File: config.mk
export PLATFORM = sky130hd
export DESIGN_NAME = uart_tx_arbiter
export DESIGN_NICKNAME = d
export VERILOG_FILES = /design/src/rtl/uart_pkg.sv /design/src/rtl/rr_pick.sv /design/src/rtl/uart_tx_arbiter.sv
export SDC_FILE = /design/constraint.sdc
export NUM_CORES = 1
export LEC_CHECK = 0
export CAP_MARGIN = 10
export CORE_ASPECT_RATIO = 0.75
export CORE_MARGIN = 2
export CORE_UTILIZATION = 25
export DETAILED_ROUTE_END_ITERATION = 8
export SYNTH_ARGS = -nofsm -noshare
export SYNTH_HDL_FRONTEND = slang
export SYNTH_SLANG_ARGS = --single-unit
File: constraint.sdc
create_clock -name clk -period 1.5 [get_ports clk]
set_input_delay 0.3 -clock clk [delete_from_list [all_inputs] [get_ports clk]]
set_output_delay 0.3 -clock clk [all_outputs]
set_load 0.005 [all_outputs]
File: src/rtl/uart_pkg.sv
// Shared definitions for the UART transmit arbiter: FSM encoding, requester count,
// default timing limits and the round-robin index helper.
package uart_pkg;

  localparam int N_REQ            = 4;
  localparam int IDX_W            = $clog2(N_REQ);
  localparam int BUSY_TIMEOUT_DEF = 16;
  localparam int LOCK_MAX_DEF     = 16;

  typedef enum logic [1:0] {
    ST_IDLE      = 2'd0,
    ST_START     = 2'd1,
    ST_WAIT_BUSY = 2'd2,
    ST_WAIT_DONE = 2'd3
  } state_e;

  // Wraps modulo N_REQ through truncation; N_REQ is a power of two.
  function automatic logic [IDX_W-1:0] rr_idx(input logic [IDX_W-1:0] base,
                                              input int unsigned     off);
    return base + IDX_W'(off);
  endfunction

endpackage

File: src/rtl/rr_pick.sv
// Combinational round-robin picker: searches the request vector starting one
// past the last grant and returns the first requester found.
module rr_pick
  import uart_pkg::*;
(
  input  logic [N_REQ-1:0] req_i,
  input  logic [IDX_W-1:0] last_i,
  output logic [IDX_W-1:0] winner_o,
  output logic             any_o
);

  always_comb begin
    winner_o = last_i;
    any_o    = 1'b0;
    // Offset N_REQ lands back on last_i, so a lone requester can win repeatedly.
    for (int unsigned k = 1; k <= N_REQ; k++) begin
      if (!any_o && req_i[rr_idx(last_i, k)]) begin
        winner_o = rr_idx(last_i, k);
        any_o    = 1'b1;
      end
    end
  end

endmodule

File: src/rtl/uart_tx_arbiter.sv
// Four-way round-robin arbiter feeding one UART transmitter, with busy-handshake
// timeout. Optional grant locking is compiled in with UART_ARB_LOCK_EN.
module uart_tx_arbiter
  import uart_pkg::*;
#(
  parameter int BUSY_TIMEOUT = BUSY_TIMEOUT_DEF,
  parameter int LOCK_MAX     = LOCK_MAX_DEF
) (
  input  logic                 clk,
  input  logic                 rst,
  input  logic [N_REQ-1:0]     req_valid,
  input  logic [8*N_REQ-1:0]   req_data,
`ifdef UART_ARB_LOCK_EN
  input  logic [N_REQ-1:0]     req_lock,
`endif
  output logic [N_REQ-1:0]     req_ready,
  output logic                 tx_start,
  output logic [7:0]           tx_data,
  input  logic                 tx_bussy,
  output logic [IDX_W-1:0]     grant,
  output logic                 tx_err
);

  localparam int              CNT_W       = $clog2(BUSY_TIMEOUT + 1);
  localparam logic [CNT_W-1:0] TIMEOUT_CNT = CNT_W'(BUSY_TIMEOUT);

  state_e           state_q, state_d;
  logic [IDX_W-1:0] grant_q, grant_d;
  logic [7:0]       data_q, data_d;
  logic [CNT_W-1:0] cnt_q, cnt_d;
  logic [IDX_W-1:0] rr_winner, winner;
  logic             rr_any;

  rr_pick u_rr_pick (
    .req_i    (req_valid),
    .last_i   (grant_q),
    .winner_o (rr_winner),
    .any_o    (rr_any)
  );

`ifdef UART_ARB_LOCK_EN
  localparam int               LOCK_W    = $clog2(LOCK_MAX + 1);
  // The byte won by rotation opens the run, so re-grants stop one short of LOCK_MAX.
  localparam logic [LOCK_W-1:0] LOCK_LAST = LOCK_W'(LOCK_MAX - 1);

  logic [LOCK_W-1:0] lock_cnt_q, lock_cnt_d;
  logic              hold;

  assign hold   = req_lock[grant_q] && req_valid[grant_q] && (lock_cnt_q < LOCK_LAST);
  assign winner = hold ? grant_q : rr_winner;

  always_comb begin
    lock_cnt_d = lock_cnt_q;
    if (state_q == ST_IDLE && req_ready != '0) begin
      lock_cnt_d = hold ? lock_cnt_q + LOCK_W'(1) : '0;
    end
  end

  always_ff @(posedge clk) begin
    if (rst) lock_cnt_q <= '0;
    else     lock_cnt_q <= lock_cnt_d;
  end
`else
  assign winner = rr_winner;

  // LOCK_MAX only shapes the lock build; this keeps it elaborated in every build.
  if (LOCK_MAX < 1) begin : g_lock_max_invalid
  end
`endif

  always_comb begin
    state_d   = state_q;
    grant_d   = grant_q;
    data_d    = data_q;
    cnt_d     = cnt_q;
    req_ready = '0;
    tx_start  = 1'b0;
    tx_err    = 1'b0;
    unique case (state_q)
      ST_IDLE: begin
        if (!tx_bussy && rr_any) begin
          req_ready[winner] = 1'b1;
          data_d            = req_data[{winner, 3'b000} +: 8];
          grant_d           = winner;
          state_d           = ST_START;
        end
      end
      ST_START: begin
        tx_start = 1'b1;
        cnt_d    = '0;
        state_d  = ST_WAIT_BUSY;
      end
      ST_WAIT_BUSY: begin
        if (tx_bussy) begin
          state_d = ST_WAIT_DONE;
        end else if (cnt_q == TIMEOUT_CNT) begin
          tx_err  = 1'b1;
          state_d = ST_IDLE;
        end else begin
          cnt_d = cnt_q + CNT_W'(1);
        end
      end
      ST_WAIT_DONE: begin
        if (!tx_bussy) state_d = ST_IDLE;
      end
      default: state_d = ST_IDLE;
    endcase
    // Strobes stay quiet during a reset cycle so nothing is accepted and then discarded.
    if (rst) begin
      req_ready = '0;
      tx_start  = 1'b0;
      tx_err    = 1'b0;
    end
  end

  always_ff @(posedge clk) begin
    if (rst) begin
      state_q <= ST_IDLE;
      grant_q <= IDX_W'(N_REQ - 1);
      data_q  <= '0;
      cnt_q   <= '0;
    end else begin
      state_q <= state_d;
      grant_q <= grant_d;
      data_q  <= data_d;
      cnt_q   <= cnt_d;
    end
  end

  assign tx_data = data_q;
  assign grant   = grant_q;

endmodule

==> results.py <==
metrics = {
    "synth": {
        "yosys.area.top_type_share_pct": 29.4,
        "ys_ff_latch": 17,
        "synth_cell_types": 35,
        "synthFlopType": "dfxtp_1",
        "yosysWarnings": 0,
        "synth-edff-count": 0,
        "synth.largest_area_cell": "dfxtp_1",
        "syn_avg_cell_area_sq_um": 8.21,
        "yosysSeqAreaShare_pct": 29.4,
        "syn_nets": 182,
        "netlist_top_cells_area": "dfxtp_1 (29%), nand4_1 (11%), mux2i_1 (6.9%)",
        "synth_async_sr_flop_share_pct": 0,
        "syn_area_sq_um": 1160,
        "syn-instance-count": 141,
    },
    "clock_network": {
        "clk_path_buf_depth": 2,
        "cts_made_buffers": 3,
        "clk_latency_ns": 0.26,
        "cts_root_buf": "clkbuf_8",
        "cts.hold.buffers_added": 0,
        "clock_sinks": 17,
        "path_clk_slew_ns": 0.07,
        "cts_tree": "done",
        "cts-htree-levels": 1,
    },
    "route": {
        "wirelength_um": 4210,
        "vias_per_cell": 4.91,
        "firstDrtPassIters": 4,
        "drc_errors": 0,
        "num_vias": 1435,
        "ant_nets": 0,
        "wl_per_cell_um": 14.4,
        "detail_route.iter0.violations": 77,
    },
    "critical_path": {
        "crit_path_end_kind": "output port",
        "start_kind": "flip-flop",
        "path_max_fanout": 5,
        "crit_required_ns": 1.20,
        "crit_type": "flip-flop to output port",
        "worstPathArrival_ns": 1.45,
    },
    "timing": {
        "finalSetupTns_ns": -2.15,
        "period_needed_ns": 1.75,
        "hold_viol": 0,
        "fin_crit_sh_pct": 117,
        "worst_hold_slack_ns": 0.467,
        "maxSlewHeadroom_pct": 76.5,
        "rsz0062_at_grt": "yes",
        "skew_ns": 0.00750,
        "fin_ws_ns": -0.250,
        "slew_viol_final": 0,
        "fmax_mhz": 571,
        "worst_slew_pin_slew_ns": 0.352,
        "setup-violations-final": 14,
    },
    "die": {
        "die-area_sq_um": 5200,
        "rows": 21,
        "coreArea_sq_um": 4470,
        "die_x_um": 82.6,
        "die_h_um": 62.9,
        "ioPinCount": 55,
        "initial_core_util_pct": 25.9,
    },
    "status": {
        "violations": "setup timing",
        "status": "finished, violations left",
    },
    "place": {
        "io_buffers": 54,
        "place.gp.congestion": 0.761,
        "dp_slack_ns": -0.916,
        "hpwl_um": 2890,
    },
    "global_routing": {
        "grtUsageTotal_pct": 15.7,
        "grt_max_degree": 14,
        "grt-ovfl-total": 0,
        "grt_pass1_wl_um": 6380,
        "first_global_vias": 1344,
        "antenna_found_initial": 0,
    },
    "power_and_ir_drop": {
        "peakVddDrop_uv": 424,
        "p_comb_share_pct": 44.5,
        "power_frac_seq_pct": 33.3,
        "clkPwrFrac_pct": 22.2,
        "p_int_mw": 1.09,
        "p_leak_nw": 0.911,
        "swShare_pct": 31.9,
        "powerDensity_nw_per_um2": 725,
        "p_switching_uw": 510,
    },
    "final_layout": {
        "n_antenna_cell": 0,
        "layout-drive-gt1-share_pct": 39.6,
        "final_common_cell": "clkdlybuf4s50_1",
        "area_growth_pct": 90.9,
        "fillers": 447,
        "layout_common_cells": "clkdlybuf4s50_1 (40), buf_4 (39), nand4_1 (20)",
        "fin_nets": 277,
    },
    "flow_run": {
        "max-cap-violations": 0,
    },
    "worst_hold_path": {
        "min_path_type": "flip-flop to flip-flop",
    },
}
## worst max-delay path, stage by stage (launching register included)
cell and delay (ns):
dfxtp_4 0.36, o22ai_2 0.07, buf_4 0.15, a221oi_4 0.39, nor2_1 0.09, buf_2 0.14
## stage by stage
step	power, mW	instance area, sq um	instances	utilization, %
after floorplan	0.806	1160	141	-
after global placement	1.10	1900	270	42.6
after detailed placement	1.10	1900	270	42.6
after CTS	1.56	2110	288	47.3
after global routing	1.69	2210	292	49.5
final	1.60	2210	292	49.5
## final cells by class
type | count | area, sq um | area share, %
clock buffer | 3 | 41.3 | 1.87
clock inverter | 1 | 5.00 | 0.227
multi-input combinational | 109 | 853 | 38.6
timing repair buffer | 100 | 867 | 39.2
inverter | 5 | 18.8 | 0.849
sequential | 17 | 353 | 16.0
tap | 57 | 71.3 | 3.23
## path summary, 6_finish.rpt
path / startpoint / to / slack (ns) / depth (start not counted)
worst max-delay path: grant[0]$_SDFFE_PP1P_ / req_ready[3] / -0.25 / 5
worst max register to register: grant[0]$_SDFFE_PP1P_ / tx_data[6]$_SDFFE_PP0P_ / -0.16 / 6
worst min register to register: tx_data[0]$_SDFFE_PP0P_ / tx_data[0]$_SDFFE_PP0P_ / 0.47 / 2
worst min-delay path: tx_data[0]$_SDFFE_PP0P_ / tx_data[0]$_SDFFE_PP0P_ / 0.47 / 2
## synth_stat cells (all sizes together) (2+ instances only)
cell,number
nand2b,3
ha,2
buf,7
nand2,17
o21ai,2
nor2,20
nor2b,2
a32oi,3
nand4,20
mux2i,8
o2111ai,8
a21oi,6
or2,2
inv,5
clkbuf,3
a211o,2
dfxtp,17
## metal layers
layer | track usage (%) | vias to the layer above | wire length (um) | part of all wire (%)
li1 | - | 727 | - | -
met1 | 21.8 | 672 | 1930 | 46
met2 | 24.4 | 32 | 2030 | 48
met3 | 3.76 | 4 | 208 | 4.9
met4 | 3.48 | 0 | 42 | 1.0
met5 | 0 | - | 0 | 0
## power groups by stage
stage,Clock [mW],Sequential (mW),Combinational [mW]
floorplan,0,0.540,0.265
finish,0.356,0.533,0.714
global route,0.385,0.539,0.769
detailed placement,0,0.533,0.569
global placement,0,0.533,0.568
CTS,0.371,0.532,0.653
## logic make-up (layout without fill, tap and decap cells)
group                      Yosys count  in the layout  share of synthesized area [%]
adders and majority gates            2              2                           2.16
and+or+nand+nor                     70             70                           31.7
buffers and inverters               15            109                           8.32
DFF                                 17             17                           29.4
muxes                                8              8                           6.92
AOI/OAI and AO/OA                   29             29                           21.5
## sequential cells by signal, indices dropped and copies added (netlist names)
name and count:
cnt_q 5, tx_data 8, state_q 2, grant 2
## timing repair
item / CTS / global route
buffers inserted: 14 / 5
gates cloned: 0 / 1
hold endpoints to repair: 0 / 0
endpoints found under the setup margin: 20 / 19
resized for setup: 72 / 18
pin swaps: 11 / 11
Power figures use the tool's default switching activity.
